[src/rtl/fetch_pkg.sv]
// fetch_pkg: shared types and constants for the instruction fetch stage.
// The buffer entry layout fixes the default 32-bit PC and instruction widths.
package fetch_pkg;

    localparam int unsigned FETCH_ADDR_W = 32;
    localparam int unsigned FETCH_DATA_W = 32;

    localparam logic [FETCH_ADDR_W-1:0] RESET_PC_DEFAULT = 32'hBFC0_0000;

    typedef struct packed {
        logic [FETCH_ADDR_W-1:0] pc;
        logic [FETCH_DATA_W-1:0] instr;
    } fetch_entry_t;

endpackage

[src/rtl/fetch_buffer.sv]
// fetch_buffer: small power-of-two FIFO of fetched {pc, instr} entries.
// Push and pop may happen together at any occupancy; flush wins over push.
module fetch_buffer
    import fetch_pkg::*;
#(
    parameter int unsigned DEPTH = 2
) (
    input  logic                     clk_i,
    input  logic                     rst_ni,
    input  logic                     push_i,
    input  fetch_entry_t             push_data_i,
    input  logic                     pop_i,
    input  logic                     flush_i,
    output fetch_entry_t             head_o,
    output logic [$clog2(DEPTH):0]   count_o,
    output logic                     full_o,
    output logic                     empty_o
);

    localparam int unsigned PTR_W = $clog2(DEPTH);
    localparam int unsigned CNT_W = PTR_W + 1;

    fetch_entry_t     mem_q [DEPTH];
    fetch_entry_t     mem_d [DEPTH];
    logic [PTR_W-1:0] rd_ptr_q, rd_ptr_d;
    logic [PTR_W-1:0] wr_ptr_q, wr_ptr_d;
    logic [CNT_W-1:0] count_q, count_d;
    logic             do_push;
    logic             do_pop;

    assign empty_o = (count_q == '0);
    assign full_o  = (count_q == CNT_W'(DEPTH));
    assign count_o = count_q;
    assign head_o  = mem_q[rd_ptr_q];

    // Next-state for storage, pointers and occupancy; a flush discards everything.
    always_comb begin
        mem_d    = mem_q;
        rd_ptr_d = rd_ptr_q;
        wr_ptr_d = wr_ptr_q;
        count_d  = count_q;
        do_pop   = pop_i && !empty_o;
        do_push  = push_i && !flush_i && (!full_o || do_pop);
        if (flush_i) begin
            rd_ptr_d = '0;
            wr_ptr_d = '0;
            count_d  = '0;
        end else begin
            if (do_push) begin
                mem_d[wr_ptr_q] = push_data_i;
                wr_ptr_d        = wr_ptr_q + PTR_W'(1);
            end
            if (do_pop) begin
                rd_ptr_d = rd_ptr_q + PTR_W'(1);
            end
            count_d = count_q + CNT_W'(do_push) - CNT_W'(do_pop);
        end
    end

    // Pointer and occupancy registers, cleared by reset.
    always_ff @(posedge clk_i) begin
        if (!rst_ni) begin
            rd_ptr_q <= '0;
            wr_ptr_q <= '0;
            count_q  <= '0;
        end else begin
            rd_ptr_q <= rd_ptr_d;
            wr_ptr_q <= wr_ptr_d;
            count_q  <= count_d;
        end
    end

    // Entry storage; contents are meaningless while the occupancy says empty.
    always_ff @(posedge clk_i) begin
        mem_q <= mem_d;
    end

endmodule

[src/rtl/fetch_stage.sv]
// fetch_stage: owns the PC, issues reads to a 1-cycle synchronous instruction
// memory and presents fetched words to decode over valid/ready.
// Optional feature macro FETCH_PERF_EN adds buffer-push and redirect counters.
module fetch_stage
    import fetch_pkg::*;
#(
    parameter int unsigned           ADDR_WIDTH = 32,
    parameter int unsigned           DATA_WIDTH = 32,
    parameter logic [ADDR_WIDTH-1:0] RESET_PC   = RESET_PC_DEFAULT,
    parameter int unsigned           BUF_DEPTH  = 2
) (
    input  logic                  clk_i,
    input  logic                  rst_ni,
    output logic                  imem_req_o,
    output logic [ADDR_WIDTH-1:0] imem_addr_o,
    input  logic [DATA_WIDTH-1:0] imem_rdata_i,
    output logic [DATA_WIDTH-1:0] instr_o,
    output logic [ADDR_WIDTH-1:0] pc_o,
    output logic                  valid_o,
    input  logic                  ready_i,
    input  logic                  redirect_i,
    input  logic [ADDR_WIDTH-1:0] redirect_target_i
`ifdef FETCH_PERF_EN
    ,
    output logic [31:0]           fetch_count_o,
    output logic [31:0]           flush_count_o
`endif
);

    localparam int unsigned CNT_W  = $clog2(BUF_DEPTH) + 1;
    localparam int unsigned SLOT_W = CNT_W + 1;

    logic [ADDR_WIDTH-1:0] fetch_pc_q, fetch_pc_d;
    logic                  inflight_q, inflight_d;
    logic [ADDR_WIDTH-1:0] inflight_pc_q, inflight_pc_d;

    logic                  accept;
    logic                  redirect_taken;
    logic                  push;
    logic                  issue;
    logic [SLOT_W-1:0]     slots_used;

    fetch_entry_t          push_entry;
    fetch_entry_t          head_entry;
    logic [CNT_W-1:0]      buf_count;
    logic                  buf_full;
    logic                  buf_empty;

    assign push_entry  = '{pc: inflight_pc_q, instr: imem_rdata_i};
    assign valid_o     = !buf_empty;
    assign instr_o     = head_entry.instr;
    assign pc_o        = head_entry.pc;
    assign imem_req_o  = issue;
    assign imem_addr_o = fetch_pc_q;

    fetch_buffer #(
        .DEPTH (BUF_DEPTH)
    ) u_buffer (
        .clk_i       (clk_i),
        .rst_ni      (rst_ni),
        .push_i      (push),
        .push_data_i (push_entry),
        .pop_i       (accept),
        .flush_i     (redirect_taken),
        .head_o      (head_entry),
        .count_o     (buf_count),
        .full_o      (buf_full),
        .empty_o     (buf_empty)
    );

    // Handshake, redirect, squash and issue decisions plus next PC / in-flight state.
    // A slot freed by this cycle's pop counts as free so a draining stream sustains
    // one fetch per cycle; a response arriving in a redirect cycle is squashed.
    always_comb begin
        accept         = valid_o && ready_i;
        redirect_taken = accept && redirect_i;
        push           = inflight_q && !redirect_taken;
        slots_used     = SLOT_W'(buf_count) + SLOT_W'(inflight_q) - SLOT_W'(accept);
        issue          = rst_ni && !redirect_taken && !(buf_full && !accept)
                         && (slots_used < SLOT_W'(BUF_DEPTH));

        fetch_pc_d    = fetch_pc_q;
        inflight_d    = issue;
        inflight_pc_d = inflight_pc_q;
        if (redirect_taken) begin
            fetch_pc_d = {redirect_target_i[ADDR_WIDTH-1:2], 2'b00};
        end else if (issue) begin
            fetch_pc_d    = fetch_pc_q + ADDR_WIDTH'(4);
            inflight_pc_d = fetch_pc_q;
        end
    end

    // PC and outstanding-request registers; reset overrides any redirect.
    always_ff @(posedge clk_i) begin
        if (!rst_ni) begin
            fetch_pc_q    <= RESET_PC;
            inflight_q    <= 1'b0;
            inflight_pc_q <= '0;
        end else begin
            fetch_pc_q    <= fetch_pc_d;
            inflight_q    <= inflight_d;
            inflight_pc_q <= inflight_pc_d;
        end
    end

`ifdef FETCH_PERF_EN
    logic [31:0] fetch_count_q, fetch_count_d;
    logic [31:0] flush_count_q, flush_count_d;

    assign fetch_count_o = fetch_count_q;
    assign flush_count_o = flush_count_q;

    // Event counters for buffer pushes and honoured redirects; both wrap freely.
    always_comb begin
        fetch_count_d = fetch_count_q + 32'(push);
        flush_count_d = flush_count_q + 32'(redirect_taken);
    end

    // Counter registers, cleared by reset.
    always_ff @(posedge clk_i) begin
        if (!rst_ni) begin
            fetch_count_q <= '0;
            flush_count_q <= '0;
        end else begin
            fetch_count_q <= fetch_count_d;
            flush_count_q <= flush_count_d;
        end
    end
`endif

endmodule

[config.mk]
export PLATFORM = sky130hd
export DESIGN_NAME = fetch_stage
export DESIGN_NICKNAME = d
export VERILOG_FILES = /design/src/rtl/fetch_pkg.sv /design/src/rtl/fetch_buffer.sv /design/src/rtl/fetch_stage.sv
export SDC_FILE = /design/constraint.sdc
export NUM_CORES = 1
export LEC_CHECK = 0
export ABC_AREA = 1
export CORE_UTILIZATION = 55
export DETAILED_ROUTE_END_ITERATION = 8
export PLACE_DENSITY = 0.85
export SLEW_MARGIN = 25
export SYNTH_ARGS = -nofsm -noshare
export SYNTH_HDL_FRONTEND = slang
export SYNTH_SLANG_ARGS = --single-unit
export TNS_END_PERCENT = 50
[constraint.sdc]
create_clock -name clk_i -period 16.63 [get_ports clk_i]
set_clock_uncertainty 0.15 [all_clocks]
set_input_delay 4.989 -clock clk_i [delete_from_list [all_inputs] [get_ports clk_i]]
set_output_delay 4.989 -clock clk_i [all_outputs]
set_load 0.05 [all_outputs]
==> impl_metrics.json <==
{
  "status": "finished clean",
  "placeableCoreArea_um2": 14100,
  "synth_top_area_share_pct": 46.1,
  "cp_max_fo": 68,
  "ys_types": 33,
  "setup_viol": 0,
  "track_usage_pct": 25.0,
  "worst_slew_pin_slew_ps": 1000,
  "mostFrequentLayoutCells": "365 x nand2_1, 159 x clkdlybuf4s50_1, 124 x edfxtp_1",
  "critical_path_required_ps": 11490,
  "synth_edf_count": 124,
  "root_buffer": "clkbuf_16",
  "synth_seq_area_share_pct": 62.2,
  "cts_max_path_buffers": 2,
  "path_class": "in -> out",
  "dieArea_um2": 15200,
  "yosys_warnings": 0,
  "max-cap-violations": 0,
  "finalCritPeriodShare_pct": 84.3,
  "hpwl_mm": 12.2,
  "routed_via_density": 5.20,
  "finalCriticalPeriod_ps": 14020,
  "total_leakage_power_nw": 4.11,
  "num_io_pins": 166,
  "firstDrtPassIters": 5,
  "synth_area_um2": 8080,
  "slew_viol_final": 0,
  "via_count": 6289,
  "die_w_um": 123,
  "rsz0062_at_grt": "no",
  "hold_path.class": "reg -> reg",
  "relSlewSlack_pct": 33.1,
  "critPathLaunchType": "input pin",
  "cts_tree": "done",
  "post_cts_resized": 0,
  "ys_top_cells_by_area": "edfxtp_1 46%, nand2_1 17%, dfxtp_1 16%",
  "finalHoldViolCount": 0,
  "totalWireLength_mm": 18.3,
  "fin_nets": 1089,
  "antenna_cells": 0,
  "portBuffers": 159,
  "antenna_found_initial": 0,
  "grt_start_max_net_pins": 69,
  "first_global_vias": 5819,
  "ys.flop_type": "edfxtp_1",
  "synth_area_per_cell_um2": 9.26,
  "syn_to_final_growth_pct": 27.1,
  "crit_path_end_kind": "output pin",
  "reg2regPathDepth": 16,
  "ant_nets": 0,
  "synth_cells": 873,
  "postCtsSetupBuffers": 0,
  "post_drt_wl_per_cell_um": 15.2,
  "synthArstFlopShare_pct": 0,
  "rows": 43,
  "whs_path_depth": 0,
  "numCtsBuffers": 17,
  "die_h_um": 123,
  "clkSinkCount": 189,
  "synth_area_leader_cell": "edfxtp_1",
  "finalPower_w": 0.00195,
  "grt-ovfl-total": 0,
  "power_density_nw_per_um2": 190,
  "ir_drop_mv": 0.124,
  "clock_latency_ps": 420,
  "tns_ps": 0,
  "grt_pass1_wl_mm": 28.7,
  "drt_iter0_markers": 555,
  "arrival_ps": 8880,
  "final_common_cell": "nand2_1",
  "max_freq_mhz": 71.3,
  "drc": 0,
  "gp_congestion": 0.907,
  "hold_buffers": 0,
  "synth-seq-cells": 189,
  "clk_pin_slew_ps": 60,
  "drive_gt1_share_pct": 5.53,
  "initial_core_util_pct": 57.3,
  "htreeDepth": 4,
  "timing.hold.ws_ps": 308
}
-- final timing paths --
path	from	end	slack, ps
setup / recovery	ready_i	imem_req_o	2610
hold / removal	inflight_pc_q[9]	u_buffer.mem_q[105]	310
setup reg to reg	u_buffer.count_o[1]	imem_addr_o[6]	13030
hold reg to reg	inflight_pc_q[9]	u_buffer.mem_q[105]	310
-- critical path, cell delays in order --
cell and delay (ps):
clkdlybuf4s50_1 550, nand2_1 120, inv_1 80, ha_1 220, inv_1 70, nand2_1 70, fa_1 400, nand2_1 90
nand3_1 80, nor2_2 130, nand2_4 380, inv_2 720, clkdlybuf4s50_1 940
-- synth_stat cells, types with 3 or more instances --
cell type and number:
o21ai_0 25, nand2_1 365, buf_2 9, buf_4 9, inv_2 5, a21oi_1 23
nand3_2 3, edfxtp_1 124, nor2_1 54, a21boi_0 5, nand4_1 7, nor2_2 8
nand3b_1 6, xor2_1 5, dfxtp_1 65, inv_1 47, nand3_1 66, xnor2_1 7
clkbuf_1 16, nand2_4 3, ha_1 3, buf_6 3
-- per-stage QoR --
step / std cells / instance area [µm²] / util [%] / worst slack (ps)
floorplan: 876 / 8090 / - / 4720
global route: 1210 / 10300 / 72.8 / 2380
global placement: 1178 / 9700 / 68.8 / 2710
finish: 1210 / 10300 / 72.8 / 2610
detailed placement: 1178 / 9710 / 68.9 / 2660
CTS: 1210 / 10300 / 72.8 / 2630
-- cell families after synthesis --
logic type      share of synthesized area, %
simple gates                            26.6
flops                                   62.2
buf+inv                                 5.44
compound gates                          3.69
xor+xnor                                1.30
fa+ha+maj                              0.712
other cells                           0.0464
-- registers in the layout (all words and copies together), names as in the netlist --
| register | count |
|---|---|
| u_buffer.count_o | 2 |
| inflight_q | 1 |
| u_buffer.wr_ptr_q | 1 |
| u_buffer.rd_ptr_q | 1 |
| imem_addr_o | 30 |
| u_buffer.mem_q | 124 |
| inflight_pc_q | 30 |
-- power breakdown --
group	internal, W	switching, W
Combinational	0.000250	0.000633
Clock	0.000219	0.000165
Sequential	0.000623	0.0000571
-- cell type report --
type / count / area [µm²]
well taps: 180 / 225
flip-flops and latches: 189 / 5030
inverters: 52 / 198
clock buffers: 23 / 479
clock inverters: 9 / 83.8
repair buffers: 163 / 1620
multi-input cells: 594 / 2640
fillers: 1025 / 3830
-- per-layer routing --
| layer | routed length [µm] | track usage [%] |
|---|---|---|
| met2 | 8740 | 41.4 |
| met5 | 0 | 0 |
| met3 | 1640 | 7.15 |
| met1 | 7670 | 31.3 |
| met4 | 297 | 9.04 |
Note: power is estimated with default switching activity, not from simulation.
